<file path="src/rtl/ram_port_arbiter.sv">
// Arbitrates the single-port on-chip RAM between the CPU and the UART bootloader.
// One access per cycle, registered RAM strobes, read data routed back by a tag pipe.
module ram_port_arbiter #(
    parameter int unsigned ADDR_W    = 13,
    parameter int unsigned DATA_W    = 8,
    parameter int unsigned RD_LAT    = 1,
    parameter int unsigned MAX_BURST = 4
) (
    input  logic              clk,
    input  logic              rst,
    input  logic              boot_en,
    input  logic              cpu_req,
    input  logic              cpu_we,
    input  logic [ADDR_W-1:0] cpu_addr,
    input  logic [DATA_W-1:0] cpu_wdata,
    output logic              cpu_gnt,
    output logic              cpu_rvalid,
    output logic [DATA_W-1:0] cpu_rdata,
    input  logic              boot_req,
    input  logic              boot_we,
    input  logic [ADDR_W-1:0] boot_addr,
    input  logic [DATA_W-1:0] boot_wdata,
    output logic              boot_gnt,
    output logic              boot_rvalid,
    output logic [DATA_W-1:0] boot_rdata,
    output logic              ram_en,
    output logic              ram_we,
    output logic [ADDR_W-1:0] ram_addr,
    output logic [DATA_W-1:0] ram_di,
    input  logic [DATA_W-1:0] ram_do
);

    localparam int unsigned CntW = $clog2(MAX_BURST + 1);
    localparam logic [CntW-1:0] CntMax = CntW'(MAX_BURST);

    typedef enum logic [1:0] {StIdle, StCpu, StBoot} state_e;

    state_e            state_q, state_d;
    logic              last_boot_q, last_boot_d;
    logic [CntW-1:0]   burst_cnt_q, burst_cnt_d;
    logic              ram_en_q, ram_en_d;
    logic              ram_we_q, ram_we_d;
    logic [ADDR_W-1:0] ram_addr_q, ram_addr_d;
    logic [DATA_W-1:0] ram_di_q, ram_di_d;
    logic [RD_LAT:0]   tag_vld_q, tag_vld_d;
    logic [RD_LAT:0]   tag_boot_q, tag_boot_d;
    logic [DATA_W-1:0] cpu_rdata_q, cpu_rdata_d;
    logic [DATA_W-1:0] boot_rdata_q, boot_rdata_d;
    logic              grant_cpu, grant_boot, grant_any, grant_rd;

    // Grants are gated by rst so every output reads 0 while reset is held.
    always_comb begin
        grant_cpu  = 1'b0;
        grant_boot = 1'b0;
        if (!rst) begin
            if (cpu_req && boot_req) begin
                if (boot_en) begin
                    if (state_q == StBoot && burst_cnt_q >= CntMax) grant_cpu = 1'b1;
                    else                                            grant_boot = 1'b1;
                end else if (last_boot_q) begin
                    grant_cpu = 1'b1;
                end else begin
                    grant_boot = 1'b1;
                end
            end else begin
                grant_cpu  = cpu_req;
                grant_boot = boot_req;
            end
        end
    end

    assign grant_any = grant_cpu | grant_boot;
    assign grant_rd  = (grant_cpu & ~cpu_we) | (grant_boot & ~boot_we);

    always_comb begin
        state_d     = StIdle;
        last_boot_d = last_boot_q;
        burst_cnt_d = '0;
        if (grant_any) begin
            state_d     = grant_boot ? StBoot : StCpu;
            last_boot_d = grant_boot;
            if (grant_boot == last_boot_q) begin
                burst_cnt_d = (burst_cnt_q == CntMax) ? burst_cnt_q : burst_cnt_q + 1'b1;
            end else begin
                burst_cnt_d = CntW'(1);
            end
        end

        ram_en_d   = grant_any;
        ram_we_d   = grant_cpu ? cpu_we : (grant_boot & boot_we);
        ram_addr_d = grant_cpu ? cpu_addr : (grant_boot ? boot_addr : ram_addr_q);
        ram_di_d   = grant_cpu ? cpu_wdata : (grant_boot ? boot_wdata : ram_di_q);

        // Stage k is aligned with the cycle k after ram_en; stage RD_LAT meets ram_do.
        tag_vld_d  = {tag_vld_q[RD_LAT-1:0], grant_rd};
        tag_boot_d = {tag_boot_q[RD_LAT-1:0], grant_boot};
    end

    assign cpu_rvalid  = tag_vld_q[RD_LAT] & ~tag_boot_q[RD_LAT];
    assign boot_rvalid = tag_vld_q[RD_LAT] & tag_boot_q[RD_LAT];

    // Pass ram_do through on the rvalid cycle, then hold it until the next rvalid.
    always_comb begin
        cpu_rdata_d  = cpu_rvalid ? ram_do : cpu_rdata_q;
        boot_rdata_d = boot_rvalid ? ram_do : boot_rdata_q;
    end

    assign cpu_rdata  = cpu_rdata_d;
    assign boot_rdata = boot_rdata_d;
    assign cpu_gnt    = grant_cpu;
    assign boot_gnt   = grant_boot;
    assign ram_en     = ram_en_q;
    assign ram_we     = ram_we_q;
    assign ram_addr   = ram_addr_q;
    assign ram_di     = ram_di_q;

    always_ff @(posedge clk or posedge rst) begin
        if (rst) begin
            state_q      <= StIdle;
            last_boot_q  <= 1'b1;
            burst_cnt_q  <= '0;
            ram_en_q     <= 1'b0;
            ram_we_q     <= 1'b0;
            ram_addr_q   <= '0;
            ram_di_q     <= '0;
            tag_vld_q    <= '0;
            tag_boot_q   <= '0;
            cpu_rdata_q  <= '0;
            boot_rdata_q <= '0;
        end else begin
            state_q      <= state_d;
            last_boot_q  <= last_boot_d;
            burst_cnt_q  <= burst_cnt_d;
            ram_en_q     <= ram_en_d;
            ram_we_q     <= ram_we_d;
            ram_addr_q   <= ram_addr_d;
            ram_di_q     <= ram_di_d;
            tag_vld_q    <= tag_vld_d;
            tag_boot_q   <= tag_boot_d;
            cpu_rdata_q  <= cpu_rdata_d;
            boot_rdata_q <= boot_rdata_d;
        end
    end

endmodule

</file>
<file path="config.mk">
export PLATFORM = sky130hd
export DESIGN_NAME = ram_port_arbiter
export DESIGN_NICKNAME = d
export VERILOG_FILES = /design/src/rtl/ram_port_arbiter.sv
export SDC_FILE = /design/constraint.sdc
export NUM_CORES = 1
export LEC_CHECK = 0
export BUFFER_PORTS_ARGS = -buffer_cell sky130_fd_sc_hd__buf_2
export CAP_MARGIN = 15
export CORE_MARGIN = 2
export CORE_UTILIZATION = 25
export CTS_CLUSTER_DIAMETER = 60
export DETAILED_ROUTE_END_ITERATION = 8
export PLACE_DENSITY = 0.45
export SLEW_MARGIN = 20
export SYNTH_ARGS = -nofsm -noshare
export SYNTH_HDL_FRONTEND = slang
export SYNTH_SLANG_ARGS = --single-unit
</file>
<file path="constraint.sdc">
create_clock -name clk -period 4.6 [get_ports clk]
set_input_delay 0.69 -clock clk [delete_from_list [all_inputs] [get_ports clk]]
set_output_delay 0.69 -clock clk [all_outputs]
set_load 0.01 [all_outputs]
</file>
==> results.yml, run 1 <==
status:
  status: "finished clean"
yosys:
  synth_top_area_share_pct: 43.9
  ys_warn_count: 0
  syn_area_sq_um: 2740
  synth.lib_cells_used.distinct: 36
  seq_area_frac_synth_pct: 44.9
  syn_inst: 267
  syn-num-nets: 326
  post_synth.cell_area_avg_sq_um: 10.2
  async_flop_share_pct: 100
  synth_area_leaders: "dfrtp_1 (44%), a311o_1 (8.1%), mux2_2 (6.6%), o211ai_1 (6.0%), and4bb_2 (5.0%)"
  synth_edf_count: 0
  ys_top_cells_by_count: "dfrtp_1 (48), inv_1 (30), a21oi_1 (25), nand2_1 (25)"
  synth_ff_type: "dfrtp_1"
  yosysMostFrequentCell: "dfrtp_1"
  yosysTopAreaCell: "dfrtp_1"
  ys_ff_latch: 49
setup_path:
  rr_worst_depth: 3
  path_max_fanout: 29
  path_class: "primary input to output port"
  start_kind: "primary input"
  worstPathRequired_ps: 3910
  crit_arrival_ps: 1940
  cp-end-kind: "output port"
final_layout:
  seqCellArea_sq_um: 1230
  multi_input_area_sq_um: 1270
  num_antenna_cells: 0
  drive_gt1_share_pct: 40.3
  nNetsFinal: 409
  area_delta_synth_final_pct: 24.4
  fillers: 1163
  fin_cells: 490
timing:
  fin_worst_skew_ps: 22.5
  setup-violations-final: 0
  tightest_slew_ps: 956
  fmax_mhz: 380
  setup_tns_ps: 0
  min_period_ps: 2630
  slew_violations: 0
  fin_crit_sh_pct: 57.2
  whs_ps: 360
  hold_violations: 0
  setup_slack_ps: 1970
  rsz0062_at_grt: "false"
  slew_headroom_pct: 36.1
drt:
  drc: 0
  via_per_inst: 5.00
  top_layer: "met4"
  drt.antenna.violating_nets: 0
  first_pass_iters: 6
  wire_per_inst_um: 16.9
  wl_met1_mm: 4.10
  drt_iter0_markers: 134
  drt_wl_total_mm: 8.27
  wl_met3_um: 440
  vias: 2448
  route.met2.wl_mm: 3.69
global_route:
  grt_pass1_vias: 2379
  grt_pass1_wl_mm: 12.9
  grt.total_usage_pct: 14.0
  antenna_found_initial: 0
  grt_overflow: 0
  grt_start_max_net_pins: 50
power:
  finalPower_w: 0.00113
  ir_drop_mv: 0.137
  p_leak_nw: 1.60
  power.density_nw_per_um2: 332
clock_tree:
  clock-sinks: 49
  cts_tree: "done"
  clock_path_buffers: 2
  clk_latency_ps: 310
  cts_root_buf: "clkbuf_8"
  cts_repair_resize_count: 0
  cts-buffers-inserted: 5
  clk_pin_slew_ps: 80
  cts_hold_buffers: 0
  cts.htree.levels: 2
  postCtsSetupBuffers: 0
hold_path:
  hold_class: "flip-flop to flip-flop"
  min_path_cells: 0
placed_design:
  dp_slack_ps: 1950
  gp_congestion: 0.746
  dp_hpwl_mm: 5.45
  io_buffer_count: 99
  placedCellCount: 483
floorplan:
  design.core.area_sq_um: 10700
  fp.dieW_um: 109
  start_util_pct: 25.5
  die_area_sq_um: 11800
  io_pins: 100
  die_h_um: 109
  rows: 38
run:
  cap_violations: 0
-- routing by layer --
metal	vias to the layer above	global-route usage [%]
met4	0	2.47
met3	4	2.59
li1	1146	-
met2	98	22.8
met1	1200	19.7
met5	-	0
-- cell families (layout without fill, tap and decap cells) --
| family | count (synthesis) | count (layout) | share of synthesized area, % |
|---|---|---|---|
| XOR/XNOR | 1 | 1 | 0.320 |
| AND/OR/NAND/NOR | 59 | 59 | 16.0 |
| buffers and inverters | 58 | 141 | 8.87 |
| flip-flops | 49 | 49 | 44.9 |
| adder cells (fa/ha/maj) | 2 | 2 | 0.915 |
| AO/OA/AOI/OAI | 80 | 80 | 21.7 |
| multiplexers | 18 | 18 | 7.32 |
-- per-stage QoR --
stage	util [%]	cell area (sq um)
2_1_floorplan	-	2740
3_3_place_gp	30.8	3310
3_5_place_dp	30.9	3320
4_1_cts	31.7	3400
5_1_grt	31.7	3400
6_report	31.7	3400
-- critical path, stage by stage --
cell and delay (ps):
buf_2 440, nand2b_1 100, buf_4 240, a31oi_1 270, buf_2 190
-- power breakdown --
group,internal [W],switching (W)
combinational,0.000145,0.000180
clock,0.000120,0.000145
sequential,0.000506,0.0000324
-- sequential cells by signal, indices dropped and copies added, names as in the netlist, 2 cells and up --
signal	cells
tag_boot_q	2
state_q	2
burst_cnt_q	3
tag_vld_q	2
ram_di	8
ram_addr	13
cpu_rdata_q	8
boot_rdata_q	8
-- cell type report --
class | instances | share of cell area, %
multi-input combinational | 160 | 37.3
timing repair buffer | 103 | 15.4
sequential | 49 | 36.1
inverter | 31 | 3.49
clock buffer | 7 | 2.54
tap | 140 | 5.15
-- cell usage in the layout (no fill, tap or decap), types with 2 or more instances in the layout --
| cell type | count |
|---|---|
| o211ai_1 | 22 |
| mux2i_1 | 2 |
| buf_4 | 4 |
| clkbuf_8 | 6 |
| a311o_1 | 22 |
| and4bb_2 | 11 |
| mux2_2 | 16 |
| dfrtp_1 | 48 |
| a211o_1 | 2 |
| buf_2 | 99 |
| nand2_1 | 25 |
| inv_1 | 29 |
| nand2b_1 | 3 |
| a21oi_1 | 25 |
| nor4bb_1 | 10 |
| a31oi_1 | 3 |
| ha_1 | 2 |
| nor3_1 | 2 |
-- path summary, 6_finish.rpt --
path / start / endpoint / slack (ps)
min reg2reg: tag_boot_q[0] / tag_boot_q[1] / 360
max in group asynchronous: rst / boot_rdata_q[0] / 3390
min: tag_boot_q[0] / tag_boot_q[1] / 360
max: cpu_req / cpu_gnt / 1970
min in group asynchronous: rst / ram_addr[2] / 760
max reg2reg: burst_cnt_q[2] / ram_addr[12] / 2450
Note: power is estimated with default switching activity, not from simulation.
==> run 2: changes to the inputs <==
- clock period: 4.6 -> 2.7 ns (I/O delays scaled with it)
==> run 2 against run 1 <==
Net effect:
- setup slack got worse by 1300 ps
- first-iteration DRC count fell by 31%
- count of clock-buffer cells in the layout decreased by 1
- sequential share of layout area shrank 0.65 points
==> results.yml, run 2 (synthesis results as in run 1) <==
status:
  status: "finished clean"
setup_path:
  cp-end-kind: "output port"
  path_class: "flip-flop to output port"
  crit_arrival_ps: 1620
  r2r_start: "burst_cnt_q[2]"
  start_kind: "flip-flop"
  r2r_end: "ram_di[7]"
  startpoint: "last_boot_q"
  rr_worst_depth: 5
  rrSetupSlack_ps: 880
  path_max_fanout: 15
  critPathCapture: "boot_gnt"
  worstPathRequired_ps: 2300
final_layout:
  nNetsFinal: 416
  final_common_cell: "buf_2"
  largest_reg_flops: 13
  drive_gt1_share_pct: 41.6
  final_cell_mix: "buf_2 (99), dfrtp_1 (48), inv_1 (29), nand2_1 (25), a21oi_1 (25)"
  num_antenna_cells: 0
  fillers: 1143
  area_delta_synth_final_pct: 26.7
  final_core_util_pct: 32.2
timing:
  fin_crit_sh_pct: 74.9
  setup_slack_ps: 678
  min_period_ps: 2020
  fmax_mhz: 494
  slew_violations: 0
  whs_ps: 351
  slew_headroom_pct: 57.4
  fin_worst_skew_ps: 12.3
  setup_tns_ps: 0
  hold_violations: 0
  rsz0062_at_grt: "false"
  tightest_slew_ps: 639
  setup-violations-final: 0
global_route:
  antenna_found_initial: 0
  grt_overflow: 0
  grt.total_usage_pct: 14.9
  grt_pass1_vias: 2552
  grt_start_max_net_pins: 29
  grt_pass1_wl_mm: 13.6
power:
  ir_drop_mv: 0.219
  p_leak_nw: 1.64
  combPwrFrac_pct: 29.5
  switching_share_pct: 32.4
  power.density_nw_per_um2: 557
  clockPowerShare_pct: 23.0
  seqPwrFrac_pct: 47.5
  switching_power_w: 0.000625
  internal_power_w: 0.00130
drt:
  via_per_inst: 4.99
  first_pass_iters: 4
  vias: 2485
  drc: 0
  drt_wl_total_mm: 8.51
  drt_iter0_markers: 92
  wire_per_inst_um: 17.1
  drt.antenna.violating_nets: 0
clock_tree:
  clk_pin_slew_ps: 90
  cts_hold_buffers: 0
  cts_root_buf: "clkbuf_8"
  cts_tree: "done"
  clock_path_buffers: 2
  postCtsSetupBuffers: 0
  cts-buffers-inserted: 5
  clk_latency_ps: 310
  cts_repair_resize_count: 0
  cts.htree.levels: 2
  clock-sinks: 49
floorplan:
  start_util_pct: 25.5
  fp.dieW_um: 109
  rows: 38
  die_area_sq_um: 11800
  die_h_um: 109
  io_pins: 100
  design.core.area_sq_um: 10700
placed_design:
  dp_slack_ps: 729
  dp_hpwl_mm: 5.87
  gp_congestion: 0.812
  io_buffer_count: 99
hold_path:
  min_path_cells: 3
  hold_class: "primary input to flip-flop"
run:
  cap_violations: 0
run 2: cell count changes in the layout (fill, tap and decap cells not counted), sizes merged:
cell,delta
buf,+7
clkbuf,-1
clkinv,+1
inv,+1
run 2: how the worst min path moves through the flow:
| stage | start | endpoint | slack (ps) |
|---|---|---|---|
| after global placement | tag_boot_q[0] | tag_boot_q[1] | 330 |
| after global routing | boot_addr[6] | ram_addr[6] | 340 |
| after detailed placement | tag_vld_q[0] | tag_vld_q[1] | 340 |
| final | cpu_we | ram_we | 350 |
| after floorplan | tag_boot_q[0] | tag_boot_q[1] | 330 |
| after CTS | boot_addr[6] | ram_addr[6] | 340 |
run 2: worst max-delay path, stage by stage (launching register included):
cell,delay [ps]
dfstp_2,590
nand2b_1,80
buf_4,200
a21oi_1,210
nor3_1,90
buf_2,150
run 2: power by group through the flow:
stage / clock network [W] / logic [W] / registers (W)
finish: 0.000443 / 0.000568 / 0.000917
global route: 0.000500 / 0.000630 / 0.000933
CTS: 0.000468 / 0.000579 / 0.000919
detailed placement: 0 / 0.000577 / 0.000933
global placement: 0 / 0.000568 / 0.000929
floorplan: 0 / 0.000306 / 0.000946
run 2: final cells by class:
| class | instances | area [sq um] | share of cell area [%] |
|---|---|---|---|
| tap | 140 | 175 | 5.06 |
| inverter | 31 | 116 | 3.36 |
| timing repair buffer | 110 | 591 | 17.0 |
| clock inverter | 2 | 13.8 | 0.397 |
| sequential | 49 | 1230 | 35.4 |
| multi-input combinational | 160 | 1270 | 36.6 |
| clock buffer | 6 | 72.6 | 2.09 |
run 2: per-layer routing:
metal / vias to the layer above / routed length [um] / GRT usage [%]
li1: 1163 / - / -
met1: 1221 / 3950 / 19.7
met2: 97 / 3850 / 23.8
met3: 4 / 669 / 4.40
met4: 0 / 42 / 3.66
met5: - / 0 / 0
run 2: stage by stage:
step	area (sq um)	total power, W	instances
final	3460	0.00193	498
after global routing	3460	0.00206	498
after CTS	3460	0.00196	498
after detailed placement	3380	0.00151	490
after global placement	3380	0.00150	490
after floorplan	2740	0.00125	267
==> run 3: changes to the inputs <==
- ABC_AREA: not set -> 1
- PLACE_DENSITY: 0.45 -> 0.47
- clock period: 2.7 -> 2.1 ns (I/O delays scaled with it)
==> run 3 against run 2 <==
Net effect:
- wire length fell by 35%
- core utilization grew 1.4 points
- sequential cell count stayed put
- global-route usage down 2.9 points
- design area down 15%
- via count down 25%
- first-iteration DRC count shrank 47%
- sequential power grew 26%
- clock skew shrank 1.1 ps
- worst hold slack got worse by 240 ps
- non-clock buffer count down 5
- synthesized cell count is 10% lower
- critical path type unchanged
==> results.yml, run 3 <==
yosys:
  yosysMostFrequentCell: "nand2_1"
  async_flop_share_pct: 100
  ys_warn_count: 0
  syn_area_sq_um: 2240
  seq_area_frac_synth_pct: 54.8
  yosysTopAreaCell: "dfrtp_1"
  synth.lib_cells_used.distinct: 23
  syn-num-nets: 298
  synth_edf_count: 0
  synth_top_area_share_pct: 53.7
  ys_ff_latch: 49
  ys_top_cells_by_count: "nand2_1 (52), dfrtp_1 (48), o21ai_2 (26), nor2_1 (24), inv_1 (22)"
  synth_ff_type: "dfrtp_1"
  synth_area_leaders: "dfrtp_1 (54%), o21ai_2 (10%), nand2_1 (8.7%), o21ai_0 (4.7%), nor2_1 (4.0%)"
  syn_inst: 239
  post_synth.cell_area_avg_sq_um: 9.37
status:
  status: "finished clean"
setup_path:
  rrSetupSlack_ps: 590
  start_kind: "flip-flop"
  crit_chain: "nor2_1 -> inv_1 -> o21ai_0 -> buf_2"
  cp-end-kind: "output port"
  startpoint: "tag_boot_q[1]"
  cp_slowest_stage_delay_ps: 390
  cpMaxStageDelayCell: "dfrtp_1"
  path_class: "flip-flop to output port"
  worstPathRequired_ps: 1780
  crit_arrival_ps: 1520
  critPathBufInv: 2
  r2r_start: "last_boot_q"
  critPathTopFamily: "buffers and inverters"
  path_max_fanout: 16
floorplan:
  die_area_sq_um: 9730
  fp.dieW_um: 98.6
  io_pins: 100
  rows: 34
  start_util_pct: 25.7
  die_h_um: 98.6
  design.core.area_sq_um: 8720
timing:
  whs_ps: 106
  setup_tns_ps: 0
  tightest_slew_ps: 445
  setup-violations-final: 0
  setup_slack_ps: 261
  fin_worst_skew_ps: 11.2
  fin_crit_sh_pct: 87.6
  rsz0062_at_grt: "false"
  slew_violations: 0
  hold_violations: 0
  min_period_ps: 1840
  slew_headroom_pct: 70.3
  fmax_mhz: 544
drt:
  vias: 1870
  via_per_inst: 4.16
  drc: 0
  drt_iter0_markers: 49
  wire_per_inst_um: 12.3
  drt_wl_total_mm: 5.53
  drt.antenna.violating_nets: 0
  first_pass_iters: 4
clock_tree:
  cts_tree: "done"
  clk_latency_ps: 300
  clk_pin_slew_ps: 100
  cts_hold_buffers: 0
  cts-buffers-inserted: 5
  cts_repair_resize_count: 0
  clock-sinks: 49
  cts.htree.levels: 2
  postCtsSetupBuffers: 0
  clock_path_buffers: 2
  cts_root_buf: "clkbuf_8"
final_layout:
  largest_reg_flops: 13
  area_delta_synth_final_pct: 31.0
  drive_gt1_share_pct: 45.0
  multi_input_area_sq_um: 836
  nNetsFinal: 400
  seqCellArea_sq_um: 1230
  final_common_cell: "buf_2"
  final_cell_area_sq_um: 2930
  final_cell_mix: "buf_2 (99), nand2_1 (52), dfrtp_1 (48), o21ai_2 (26), nor2_1 (24)"
  num_antenna_cells: 0
  fillers: 909
run:
  cap_violations: 0
placed_design:
  gp_congestion: 0.726
  dp_slack_ps: 583
  dp_hpwl_mm: 4.18
  io_buffer_count: 99
  place_area_sq_um: 2840
power:
  power.density_nw_per_um2: 796
  p_leak_nw: 1.55
  ir_drop_mv: 0.248
global_route:
  grt_pass1_vias: 1950
  grt.total_usage_pct: 12.0
  grt_overflow: 0
  antenna_found_initial: 0
  grt_start_max_net_pins: 35
  grt_pass1_wl_mm: 9.48
hold_path:
  hold_class: "primary input to async pin"
## run 3: changes by cell type after synthesis, moves of 11 or more
| cell | delta |
|---|---|
| a21oi_1 | -25 |
| nor2_1 | +24 |
| a311o_1 | -22 |
| o21ai_1 | +12 |
| nand2_1 | +27 |
| mux2_2 | -16 |
| o21ai_0 | +20 |
| o211ai_1 | -22 |
| o21ai_2 | +26 |
| and4bb_2 | -11 |
## run 3: metrics by stage
step / total power, W / cells / util (%)
2_1_floorplan: 0.00153 / 239 / -
3_3_place_gp: 0.00179 / 442 / 32.6
3_5_place_dp: 0.00180 / 442 / 32.6
4_1_cts: 0.00238 / 450 / 33.6
5_1_grt: 0.00250 / 450 / 33.6
6_report: 0.00233 / 450 / 33.6
## run 3: final cells by class
type / instances / area share (%)
flip-flops and latches: 49 / 41.9
clock inverters: 3 / 0.726
repair buffers: 105 / 18.4
inverters: 26 / 3.50
multi-input cells: 154 / 28.5
clock buffers: 5 / 2.35
well taps: 108 / 4.61
## run 3: worst register-to-register path, cell delays in order (launching register included)
cell and delay (ps):
dfstp_2 570, a21oi_2 60, nand2_2 90, nand2_4 60
inv_4 180, buf_4 240, o21ai_0 100, o21ai_0 140
## run 3: layer usage
metal  GRT usage, %  vias to the layer above  part of all wire (%)
met5              0                        -                     0
met4           2.21                        0                  0.36
met3           3.33                        2                   7.7
met2           19.1                       66                    43
met1           16.5                      837                    48
li1               -                      965                     -
## run 3: final timing paths
path / depth (start not counted) / to
min in group clk: 2 / tag_vld_q[0]
setup reg to reg: 7 / ram_di[1]
max in group asynchronous: 3 / ram_addr[4]
hold reg to reg: 0 / tag_boot_q[1]
hold / removal: 3 / burst_cnt_q[2]
setup / recovery: 4 / cpu_rdata[5]
## run 3: cell families after synthesis
logic type | Yosys count | share of synthesized area (%)
compound gates | 64 | 19.7
xor+xnor | 1 | 0.391
fa+ha+maj | 2 | 1.12
buf+inv | 36 | 7.83
flops | 49 | 54.8
simple gates | 87 | 16.1
## run 3: where the power goes
part,switching [W],total [W],internal [W]
sequential,0.0000623,0.00116,0.00110
clock,0.000327,0.000564,0.000237
combinational,0.000359,0.000605,0.000246
